## config.mk

```make
export PLATFORM = sky130hd
export DESIGN_NAME = mem_access
export DESIGN_NICKNAME = d
export VERILOG_FILES = /design/src/rtl/mem_access.sv
export SDC_FILE = /design/constraint.sdc
export NUM_CORES = 1
export LEC_CHECK = 0
export BUFFER_PORTS_ARGS = -buffer_cell sky130_fd_sc_hd__buf_2
export CORE_ASPECT_RATIO = 1.5
export CORE_MARGIN = 5
export CORE_UTILIZATION = 44
export DETAILED_ROUTE_END_ITERATION = 16
export GPL_TIMING_DRIVEN = 1
export PLACE_DENSITY = 0.71
export SLEW_MARGIN = 20
export SYNTH_ARGS = -nofsm -noshare
export SYNTH_HDL_FRONTEND = slang
export SYNTH_SLANG_ARGS = --single-unit
```

## constraint.sdc

```tcl
create_clock -name CLK -period 2 [get_ports CLK]
set_input_delay 0.2 -clock CLK [delete_from_list [all_inputs] [get_ports CLK]]
set_output_delay 0.2 -clock CLK [all_outputs]
set_load 0.02 [all_outputs]
```

## src/rtl/mem_access.sv

```systemverilog
// mem_access: memory-access stage; runs the load/store/UART receive an execution bundle asks for and forwards it to writeback
// Ports:
//   CLK, reset                    clock and synchronous active-high reset
//   distinct + control/data       execution bundle (AorF, RegWrite, MemWrite, MemRead, UARTtoReg, MemtoReg, result, register_data, rdist)
//   mem_en/mem_we/mem_addr/mem_wdata/mem_rdata   data-memory port, read data valid MEM_LATENCY cycles after the request
//   uart_rx_data/valid/ready      UART receive handshake
//   distinct_next + *_next, mem_data              finished bundle to writeback, distinct_next pulses once per bundle
//   busy                          high while a load or UART receive is in flight
// Build option: define MEM_UART_EN to build the UART receive path; otherwise UARTtoReg ops complete as plain ops.
module mem_access #(
  parameter int DATA_MEM_WIDTH = 16,
  parameter int MEM_LATENCY = 2
) (
  input  logic                      CLK,
  input  logic                      reset,
  input  logic                      distinct,
  input  logic                      AorF,
  input  logic                      RegWrite,
  input  logic                      MemWrite,
  input  logic                      MemRead,
  input  logic                      UARTtoReg,
  input  logic [1:0]                MemtoReg,
  input  logic [31:0]               result,
  input  logic [31:0]               register_data,
  input  logic [4:0]                rdist,
  output logic                      mem_en,
  output logic                      mem_we,
  output logic [DATA_MEM_WIDTH-1:0] mem_addr,
  output logic [31:0]               mem_wdata,
  input  logic [31:0]               mem_rdata,
  input  logic [7:0]                uart_rx_data,
  input  logic                      uart_rx_valid,
  output logic                      uart_rx_ready,
  output logic                      distinct_next,
  output logic                      AorF_next,
  output logic                      RegWrite_next,
  output logic [1:0]                MemtoReg_next,
  output logic [4:0]                rdist_next,
  output logic [31:0]               result_next,
  output logic [31:0]               mem_data,
  output logic                      busy
);
  typedef enum logic [1:0] {IDLE, READ_WAIT, UART_WAIT} state_t;
  state_t      r_state;
  logic [2:0]  r_cnt;
  logic [40:0] r_hold;
  logic [40:0] w_in;
  logic        w_load;
  logic        w_store;
  assign w_in = {AorF, RegWrite, MemtoReg, rdist, result};
  // UARTtoReg outranks memory ops even when the UART path is not built
  assign w_load = MemRead & ~UARTtoReg;
  assign w_store = MemWrite & ~MemRead & ~UARTtoReg;
`ifdef MEM_UART_EN
  assign uart_rx_ready = r_state == UART_WAIT;
`else
  logic w_unused;
  assign w_unused = ^{uart_rx_data, uart_rx_valid};
  assign uart_rx_ready = 1'b0;
`endif
  always_ff @(posedge CLK) begin
    if (reset) begin
      r_state <= IDLE;
      r_cnt <= '0;
      r_hold <= '0;
      mem_en <= 1'b0;
      mem_we <= 1'b0;
      mem_addr <= '0;
      mem_wdata <= '0;
      distinct_next <= 1'b0;
      {AorF_next, RegWrite_next, MemtoReg_next, rdist_next, result_next} <= '0;
      mem_data <= '0;
      busy <= 1'b0;
    end else begin
      distinct_next <= 1'b0;
      mem_en <= 1'b0;
      mem_we <= 1'b0;
      case (r_state)
        IDLE: if (distinct) begin
`ifdef MEM_UART_EN
          if (UARTtoReg) begin
            r_state <= UART_WAIT;
            r_hold <= w_in;
            busy <= 1'b1;
          end else
`endif
          if (w_load) begin
            r_state <= READ_WAIT;
            r_hold <= w_in;
            r_cnt <= 3'(MEM_LATENCY);
            busy <= 1'b1;
            mem_en <= 1'b1;
            mem_addr <= result[DATA_MEM_WIDTH-1:0];
          end else begin
            distinct_next <= 1'b1;
            {AorF_next, RegWrite_next, MemtoReg_next, rdist_next, result_next} <= w_in;
            mem_data <= '0;
            if (w_store) begin
              mem_en <= 1'b1;
              mem_we <= 1'b1;
              mem_addr <= result[DATA_MEM_WIDTH-1:0];
              mem_wdata <= register_data;
            end
          end
        end
        // counter reaches zero on the edge where read data is valid
        READ_WAIT: if (r_cnt == 3'd0) begin
          r_state <= IDLE;
          busy <= 1'b0;
          distinct_next <= 1'b1;
          {AorF_next, RegWrite_next, MemtoReg_next, rdist_next, result_next} <= r_hold;
          mem_data <= mem_rdata;
        end else r_cnt <= r_cnt - 3'd1;
`ifdef MEM_UART_EN
        UART_WAIT: if (uart_rx_valid) begin
          r_state <= IDLE;
          busy <= 1'b0;
          distinct_next <= 1'b1;
          {AorF_next, RegWrite_next, MemtoReg_next, rdist_next, result_next} <= r_hold;
          mem_data <= {24'b0, uart_rx_data};
        end
`endif
        default: r_state <= IDLE;
      endcase
    end
  end
endmodule

```

==> impl_metrics.env, run 1 <==
export IMPL_outcome="finished clean"
export IMPL_grt_antenna_before_repair=0
export IMPL_drive_above_1_share=0.340
export IMPL_core_um2=16200
export IMPL_post_dp_hpwl_mm=11.8
export IMPL_synthFlopType="dfxtp_1"
export IMPL_layout_commonest_cell="buf_2"
export IMPL_critPathLaunch="r_cnt[0]$_SDFFE_PP0P_"
export IMPL_r2r_setup_slack_ps=270
export IMPL_p_leak_nw=4.13
export IMPL_path_clk_slew_ps=70
export IMPL_r2r_start="r_cnt[0]$_SDFFE_PP0P_"
export IMPL_viasPerCell=4.80
export IMPL_r2r_end="result_next[22]$_SDFFE_PP0P_"
export IMPL_grt_ovfl_total=0
export IMPL_setup_viol=0
export IMPL_fin_util=0.584
export IMPL_synth_seq_area_share=0.470
export IMPL_synth_cells=721
export IMPL_insertion_delay_ps=420
export IMPL_crit_required_ps=2310
export IMPL_cts_sinks=169
export IMPL_drv_cap=0
export IMPL_min_path_type="input port to flop"
export IMPL_drt_iter0_drc=300
export IMPL_synth_edff_count=0
export IMPL_min_path_cells=3
export IMPL_min_to="r_hold[19]$_SDFFE_PP0P_"
export IMPL_relSlewSlack=0.661
export IMPL_yosys_warnings=0
export IMPL_worstPathMaxFanout=21
export IMPL_setup_tns_final_ps=0
export IMPL_slowest_delay_ps=360
export IMPL_syn_mean_instance_area_um2=9.99
export IMPL_io_pins=246
export IMPL_async_flop_share=0
export IMPL_drtPass1Iterations=4
export IMPL_gp_congestion=0.780
export IMPL_ys_seq_elements=169
export IMPL_worstSetupPathType="flop to flop"
export IMPL_io_buffers=235
export IMPL_cts_max_level=4
export IMPL_final_min_clock_period_ps=1730
export IMPL_diodes=0
export IMPL_rows=57
export IMPL_wl_per_cell_um=14.7
export IMPL_grt_usage=0.177
export IMPL_grt_pass1_wl_mm=27.4
export IMPL_route_detailed_drc=0
export IMPL_end_kind="flop"
export IMPL_fp_dieH_um=167
export IMPL_synth_fp_nets=843
export IMPL_p_per_area_nw_per_um2=841
export IMPL_final_hold_viol_count=0
export IMPL_holdCritStartpoint="result[19]"
export IMPL_die_width_um=114
export IMPL_reg2reg_depth=6
export IMPL_arrival_ps=2040
export IMPL_whs_ps=23.3
export IMPL_syn_cell_area_um2=7200
export IMPL_cts_setup_buffers=0
export IMPL_syn2layout_area_growth_pct=31.3
export IMPL_rsz0062_at_grt="no"
export IMPL_ir_worst_vdd_mv=0.473
export IMPL_fmax_ghz=0.577
export IMPL_drv_slew=0
export IMPL_cp_buffers_inverters=2
export IMPL_grt_start_max_net_pins=63
export IMPL_numCtsBuffers=17
export IMPL_cp_cell_sequence="inv_1, ha_1, and2b_1, a22oi_4, buf_12, mux2_2"
export IMPL_period_share=0.866
export IMPL_drt_wl_total_mm=17.4
export IMPL_antenna_left=0
export IMPL_fin_worst_skew_ps=5.62
export IMPL_die_area_um2=19100
export IMPL_cpMaxStageDelayCell="mux2_2"
export IMPL_layout_common_cells="buf_2 (234), dfxtp_1 (168), nand2b_1 (97)"
export IMPL_tightest_slew_ps=508
export IMPL_cts_tree="built"
export IMPL_crit_family="multiplexers"
export IMPL_critPathLaunchType="flop"
export IMPL_nets=1089
export IMPL_start_util=0.445
export IMPL_synthDistinctLibCells=31
export IMPL_cts_root_buf="clkbuf_16"
export IMPL_grt_pass1_vias=5590
export IMPL_vias=5691
export IMPL_cts_buffer_depth=2
[area by class of cell]
| class | instances | area (µm²) |
|---|---|---|
| fill | 1455 | 6730 |
| multi-input combinational | 492 | 3450 |
| sequential | 169 | 3390 |
| timing repair buffer | 285 | 1750 |
| clock buffer | 20 | 447 |
| tap | 206 | 258 |
| clock inverter | 12 | 165 |
| inverter | 2 | 7.51 |
[registers in the layout (all words and copies together) (netlist names)]
name / count
mem_en: 1
RegWrite_next: 1
mem_data: 32
AorF_next: 1
MemtoReg_next: 2
rdist_next: 5
mem_wdata: 32
r_hold: 41
distinct_next: 1
mem_addr: 16
result_next: 32
r_cnt: 3
busy: 1
mem_we: 1
[worst reg2reg max path: cells and delay by family (launching register included)]
family	cells	cell delay, ps
mux	1	370
flops	1	320
buf+inv	2	270
fa+ha+maj	1	220
simple gates	1	220
compound gates	1	220
[cell usage after synthesis, types with 2 or more instances]
cell type / number / area share
clkbuf_1: 13 / 0.0068
inv_1: 2 / 0.0010
ha_1: 2 / 0.0035
a22o_1: 32 / 0.039
a21oi_1: 43 / 0.030
nor3b_2: 2 / 0.0035
nor2b_1: 43 / 0.037
mux2i_1: 89 / 0.12
nand2b_1: 97 / 0.084
buf_2: 21 / 0.015
mux2_4: 2 / 0.0042
buf_4: 8 / 0.0083
dfxtp_1: 169 / 0.47
mux2_2: 37 / 0.058
nor4bb_1: 2 / 0.0028
nand2_1: 83 / 0.043
nor2_1: 46 / 0.024
mux2_1: 2 / 0.0031
buf_6: 16 / 0.025
[layer usage]
metal,track usage,routed length (µm),share of wire,vias up
met1,0.199,6820,0.39,2624
met5,0,0,0,-
li1,-,-,-,2880
met2,0.316,9000,0.52,155
met3,0.0410,1060,0.061,32
met4,0.0739,504,0.029,0
[how the worst max path moves through the flow]
stage,depth (start not counted),slack [ps],to
floorplan,6,360,result_next[12]$_SDFFE_PP0P_
global placement,6,300,MemtoReg_next[1]$_SDFFE_PP0P_
detailed placement,6,260,result_next[22]$_SDFFE_PP0P_
CTS,6,240,result_next[22]$_SDFFE_PP0P_
global route,6,190,result_next[9]$_SDFFE_PP0P_
finish,6,270,result_next[22]$_SDFFE_PP0P_
[kinds of logic after synthesis]
family	share of synthesized area
AND/OR/NAND/NOR	0.202
flip-flops	0.470
multiplexers	0.189
AO/OA/AOI/OAI	0.0799
buffers and inverters	0.0557
adder cells (fa/ha/maj)	0.00347
other	0.000521
[power by group]
group          internal, mW  switching, mW  leakage [nW]
clock                  2.02           1.38         0.282
sequential             3.50         0.0625          1.38
combinational         0.470          0.517          2.48
[repair_timing]
item	CTS	global route
hold endpoints to repair	32	0
hold buffers	32	0
gates resized for setup	0	0
[per-stage QoR]
stage                     std cells  area (µm²)  total power, mW  setup slack, ps
after floorplan                 721        7200             4.25              363
after global placement         1122        8530             4.57              301
after detailed placement       1122        8530             4.58              260
after CTS                      1186        9460             8.03              244
after global routing           1186        9460             8.28              193
final                          1186        9460             7.95              268
(Power assumes the default switching activity.)
==> run 2: changes to the inputs <==
--- a/config.mk
+++ b/config.mk
@@ -12,6 +12,7 @@
 export DETAILED_ROUTE_END_ITERATION = 16
 export GPL_TIMING_DRIVEN = 1
 export PLACE_DENSITY = 0.71
+export REMOVE_ABC_BUFFERS = 1
 export SLEW_MARGIN = 20
 export SYNTH_ARGS = -nofsm -noshare
 export SYNTH_HDL_FRONTEND = slang
==> impl_metrics.env, run 2 (synthesized netlist as in run 1, its figures left out) <==
export IMPL_outcome="finished clean"
export IMPL_insertion_delay_ps=420
export IMPL_io_pins=246
export IMPL_wl_per_cell_um=14.6
export IMPL_vias=5690
export IMPL_drt_iter0_drc=197
export IMPL_fin_worst_skew_ps=10.5
export IMPL_r2r_start="r_cnt[0]$_SDFFE_PP0P_"
export IMPL_path_clk_slew_ps=70
export IMPL_p_per_area_nw_per_um2=825
export IMPL_fmax_ghz=0.565
export IMPL_layout_commonest_cell="buf_2"
export IMPL_final_min_clock_period_ps=1770
export IMPL_largest_reg_flops=41
export IMPL_cp_buffers_inverters=2
export IMPL_grt_pass1_wl_mm=28.5
export IMPL_swShare=0.260
export IMPL_grt_usage=0.182
export IMPL_period_share=0.885
export IMPL_cts_sinks=169
export IMPL_rsz0062_at_grt="no"
export IMPL_nets=1091
export IMPL_top_register="r_hold"
export IMPL_cts_resized=0
export IMPL_worstPathMaxFanout=33
export IMPL_die_width_um=114
export IMPL_antenna_left=0
export IMPL_grt_start_max_net_pins=85
export IMPL_gp_congestion=0.728
export IMPL_start_util=0.445
export IMPL_r2r_setup_slack_ps=230
export IMPL_power_switching_mw=2.02
export IMPL_r2r_end="MemtoReg_next[1]$_SDFFE_PP0P_"
export IMPL_setup_viol=0
export IMPL_place_area_um2=8510
export IMPL_cp_cell_sequence="inv_1, ha_1, and2b_1, a22oi_4, buf_12, mux2_2"
export IMPL_seq_power_share=0.460
export IMPL_cts_max_level=4
export IMPL_core_um2=16200
export IMPL_drv_cap=0
export IMPL_holdCritStartpoint="result[30]"
export IMPL_drv_slew=0
export IMPL_io_buffers=235
export IMPL_min_path_cells=3
export IMPL_p_int_mw=5.74
export IMPL_grt_pass1_vias=5871
export IMPL_critPathLaunchType="flop"
export IMPL_reg2reg_depth=6
export IMPL_fp_dieH_um=167
export IMPL_p_clk_frac=0.415
export IMPL_cts_root_buf="clkbuf_16"
export IMPL_cts_buffer_depth=2
export IMPL_route_detailed_drc=0
export IMPL_worstSetupPathType="flop to flop"
export IMPL_min_to="r_hold[30]$_SDFFE_PP0P_"
export IMPL_end_kind="flop"
export IMPL_slowest_delay_ps=370
export IMPL_cpMaxStageDelayCell="mux2_2"
export IMPL_drtPass1Iterations=4
export IMPL_cts_tree="built"
export IMPL_p_leak_nw=4.12
export IMPL_viasPerCell=4.79
export IMPL_drive_above_1_share=0.343
export IMPL_post_dp_hpwl_mm=11.8
export IMPL_final_cell_area_um2=9400
export IMPL_drt_wl_total_mm=17.3
export IMPL_syn2layout_area_growth_pct=30.5
export IMPL_numCtsBuffers=17
export IMPL_crit_required_ps=2310
export IMPL_grt_antenna_before_repair=1
export IMPL_die_area_um2=19100
export IMPL_final_hold_viol_count=0
export IMPL_rows=57
export IMPL_critical_path_depth=6
export IMPL_crit_family="multiplexers"
export IMPL_power_share_combinational=0.126
export IMPL_grt_ovfl_total=0
export IMPL_layout_common_cells="buf_2 (234), dfxtp_1 (168), nand2b_1 (97)"
export IMPL_arrival_ps=2080
export IMPL_min_path_type="input port to flop"
export IMPL_power_mw=7.76
export IMPL_ir_worst_vdd_mv=0.552
==> run 2: worst reg2reg max path, delay by kind of cell (launching register included) <==
kind / cells / cell delay [ps]
mux: 1 / 380
buf+inv: 2 / 330
flops: 1 / 320
fa+ha+maj: 1 / 230
simple gates: 1 / 220
compound gates: 1 / 180
==> run 2: layer usage <==
metal / track usage / wire length, µm
met5: 0 / 0
met4: 0.0589 / 211
met3: 0.0530 / 1350
met2: 0.315 / 8660
met1: 0.214 / 7080
==> run 2: worst max-delay path by stage <==
stage                                startpoint                            end  slack, ps
after floorplan               busy$_SDFFE_PP0P_          r_cnt[0]$_SDFFE_PP0P_      -3090
after global placement    r_cnt[0]$_SDFFE_PP0P_     rdist_next[3]$_SDFFE_PP0P_        270
after detailed placement  r_cnt[0]$_SDFFE_PP0P_    result_next[2]$_SDFFE_PP0P_        230
after CTS                 r_cnt[0]$_SDFFE_PP0P_    result_next[1]$_SDFFE_PP0P_        230
after global routing      r_cnt[0]$_SDFFE_PP0P_    result_next[1]$_SDFFE_PP0P_        150
final                     r_cnt[0]$_SDFFE_PP0P_  MemtoReg_next[1]$_SDFFE_PP0P_        230
==> run 2: what timing repair did <==
item / in CTS / in global routing
buffers inserted: 0 / 0
endpoints found under the hold margin: 32 / 0
hold buffers: 32 / 0
==> run 2: area by class of cell <==
cell class,instances,area [µm²]
clock buffer,18,439
fill,1437,6790
timing repair buffer,287,1730
inverter,2,7.51
multi-input combinational,492,3450
tap,206,258
clock inverter,13,135
sequential,169,3390
antenna,1,2.50
==> run 2: power groups by stage <==
stage	clock network, mW	logic, mW	registers, mW
after floorplan	0	0.379	3.77
after global placement	0	0.920	3.64
after detailed placement	0	0.933	3.64
after CTS	3.30	0.983	3.56
after global routing	3.43	1.07	3.58
final	3.22	0.975	3.56
==> run 2: through the flow <==
stage          worst slack [ps]  TNS [ps]  std cells  hold WS (ps)  utilization
5_1_grt                     152         0       1188          18.8        0.581
3_3_place_gp                272         0       1124           409        0.525
3_5_place_dp                232         0       1124           417        0.525
2_1_floorplan             -3090   -296110        663           269            -
6_report                    231         0       1188          23.2        0.581
4_1_cts                     225         0       1187          9.31        0.581
==> run 3: changes to the inputs <==
--- a/config.mk
+++ b/config.mk
@@ -8,10 +8,10 @@
 export BUFFER_PORTS_ARGS = -buffer_cell sky130_fd_sc_hd__buf_2
 export CORE_ASPECT_RATIO = 1.5
 export CORE_MARGIN = 5
-export CORE_UTILIZATION = 44
+export CORE_UTILIZATION = 50
 export DETAILED_ROUTE_END_ITERATION = 16
 export GPL_TIMING_DRIVEN = 1
-export PLACE_DENSITY = 0.71
+export PLACE_DENSITY = 0.8
 export REMOVE_ABC_BUFFERS = 1
 export SLEW_MARGIN = 20
 export SYNTH_ARGS = -nofsm -noshare
==> impl_metrics.env, run 3 (synthesized netlist as in run 1, its figures left out) <==
export IMPL_grt_pass1_wl_mm=28.5
export IMPL_layout_commonest_cell="buf_2"
export IMPL_fin_worst_skew_ps=8.01
export IMPL_use_met1=0.232
export IMPL_viasPerCell=4.96
export IMPL_seq_power_share=0.459
export IMPL_core_um2=14100
export IMPL_fmax_ghz=0.561
export IMPL_die_width_um=108
export IMPL_relSlewSlack=0.662
export IMPL_hold_buffers=32
export IMPL_cts_sinks=169
export IMPL_outcome="finished clean"
export IMPL_drv_slew=0
export IMPL_final_min_clock_period_ps=1780
export IMPL_fp_dieH_um=157
export IMPL_cts_setup_buffers=0
export IMPL_wl_per_cell_um=15.2
export IMPL_grt_usage=0.209
export IMPL_setup_tns_final_ps=0
export IMPL_r2r_start="r_cnt[0]$_SDFFE_PP0P_"
export IMPL_critPathLaunch="r_cnt[0]$_SDFFE_PP0P_"
export IMPL_cts_root_buf="clkbuf_16"
export IMPL_p_clk_frac=0.414
export IMPL_numCtsBuffers=17
export IMPL_power_switching_mw=1.95
export IMPL_drt_wl_total_mm=17.8
export IMPL_route_detailed_drc=0
export IMPL_crit_required_ps=2290
export IMPL_drt_iter0_drc=242
export IMPL_power_share_combinational=0.127
export IMPL_setup_viol=0
export IMPL_start_util=0.512
export IMPL_cts_max_level=4
export IMPL_ir_worst_vdd_mv=0.426
export IMPL_min_path_type="input port to flop"
export IMPL_grt_ovfl_total=0
export IMPL_nets=1094
export IMPL_grt_pass1_vias=5961
export IMPL_grtUsageMet3=0.0533
export IMPL_holdCritStartpoint="result[21]"
export IMPL_largest_reg_flops=41
export IMPL_diodes=0
export IMPL_drive_above_1_share=0.343
export IMPL_layout_common_cells="buf_2 (234), dfxtp_1 (168), nand2b_1 (97)"
export IMPL_rows=53
export IMPL_p_leak_nw=4.12
export IMPL_cts_resized=0
export IMPL_worstSetupPathType="flop to flop"
export IMPL_end_kind="flop"
export IMPL_top_register="r_hold"
export IMPL_drv_cap=0
export IMPL_antenna_left=0
export IMPL_arrival_ps=2070
export IMPL_cts_buffer_depth=2
export IMPL_syn2layout_area_growth_pct=30.2
export IMPL_tightest_slew_ps=507
export IMPL_io_buffers=235
export IMPL_swShare=0.252
export IMPL_period_share=0.891
export IMPL_drtPass1Iterations=4
export IMPL_p_per_area_nw_per_um2=828
export IMPL_grt_busiest_layer="met2"
export IMPL_grt_start_max_net_pins=61
export IMPL_grt_antenna_before_repair=0
export IMPL_critPathLaunchType="flop"
export IMPL_rsz0062_at_grt="no"
export IMPL_path_clk_slew_ps=60
export IMPL_worstPathMaxFanout=35
export IMPL_post_dp_hpwl_mm=12.1
export IMPL_met2_usage=0.385
export IMPL_insertion_delay_ps=410
export IMPL_cts_tree="built"
export IMPL_gp_congestion=0.747
export IMPL_io_pins=246
export IMPL_p_int_mw=5.81
export IMPL_vias=5827
export IMPL_fin_util=0.667
export IMPL_final_hold_viol_count=0
export IMPL_die_area_um2=17000
run 3: cell types whose count changed in the layout (fill, tap and decap cells not counted), moves of 2 or more:
cell        previous run  this run
inv_8                  3         0
clkinvlp_4             3         5
clkinv_4               3         1
inv_6                  2         4
buf_4                 14        19
buf_12                 6         4
run 3: final cells by class:
class	count	area, µm²
Clock buffer	18	429
Clock inverter	12	141
Fill cell	1128	4680
Inverter	2	7.51
Multi-Input combinational cell	492	3450
Sequential cell	169	3390
Tap cell	192	240
Timing Repair Buffer	290	1730
run 3: metrics by stage:
stage | total power [mW] | setup slack (ps) | area [µm²] | hold slack [ps] | instances
4_1_cts | 7.83 | 215 | 9380 | 12.9 | 1175
6_report | 7.76 | 217 | 9380 | 34.1 | 1175
2_1_floorplan | 4.15 | -3090 | 6810 | 269 | 663
3_3_place_gp | 4.55 | 272 | 8490 | 409 | 1113
5_1_grt | 8.08 | 144 | 9380 | 15.2 | 1175
3_5_place_dp | 4.57 | 230 | 8490 | 417 | 1113
run 3: power by group through the flow:
| stage | Sequential (mW) | Clock, mW | Combinational, mW |
|---|---|---|---|
| 6_report | 3.56 | 3.21 | 0.985 |
| 5_1_grt | 3.58 | 3.43 | 1.07 |
| 4_1_cts | 3.56 | 3.28 | 0.985 |
| 3_5_place_dp | 3.64 | 0 | 0.934 |
| 3_3_place_gp | 3.63 | 0 | 0.919 |
| 2_1_floorplan | 3.77 | 0 | 0.379 |
run 3: worst paths after layout:
check                                end  slack (ps)  cells after the start
max          result_next[6]$_SDFFE_PP0P_         220                      6
min              r_hold[21]$_SDFFE_PP0P_          30                      3
max reg2reg  result_next[6]$_SDFFE_PP0P_         220                      6
min reg2reg      r_hold[37]$_SDFFE_PP0P_         450                      2
run 3: layer usage:
layer / wire length (µm) / share of wire
met3: 1270 / 0.071
met4: 255 / 0.014
met5: 0 / 0
met2: 9180 / 0.51
met1: 7150 / 0.40
run 3: worst max-delay path: stages, from the launching register on:
cell	delay [ps]
dfxtp_1	330
inv_1	70
ha_1	230
and2b_1	220
a22oi_4	170
buf_12	250
mux2_2	370
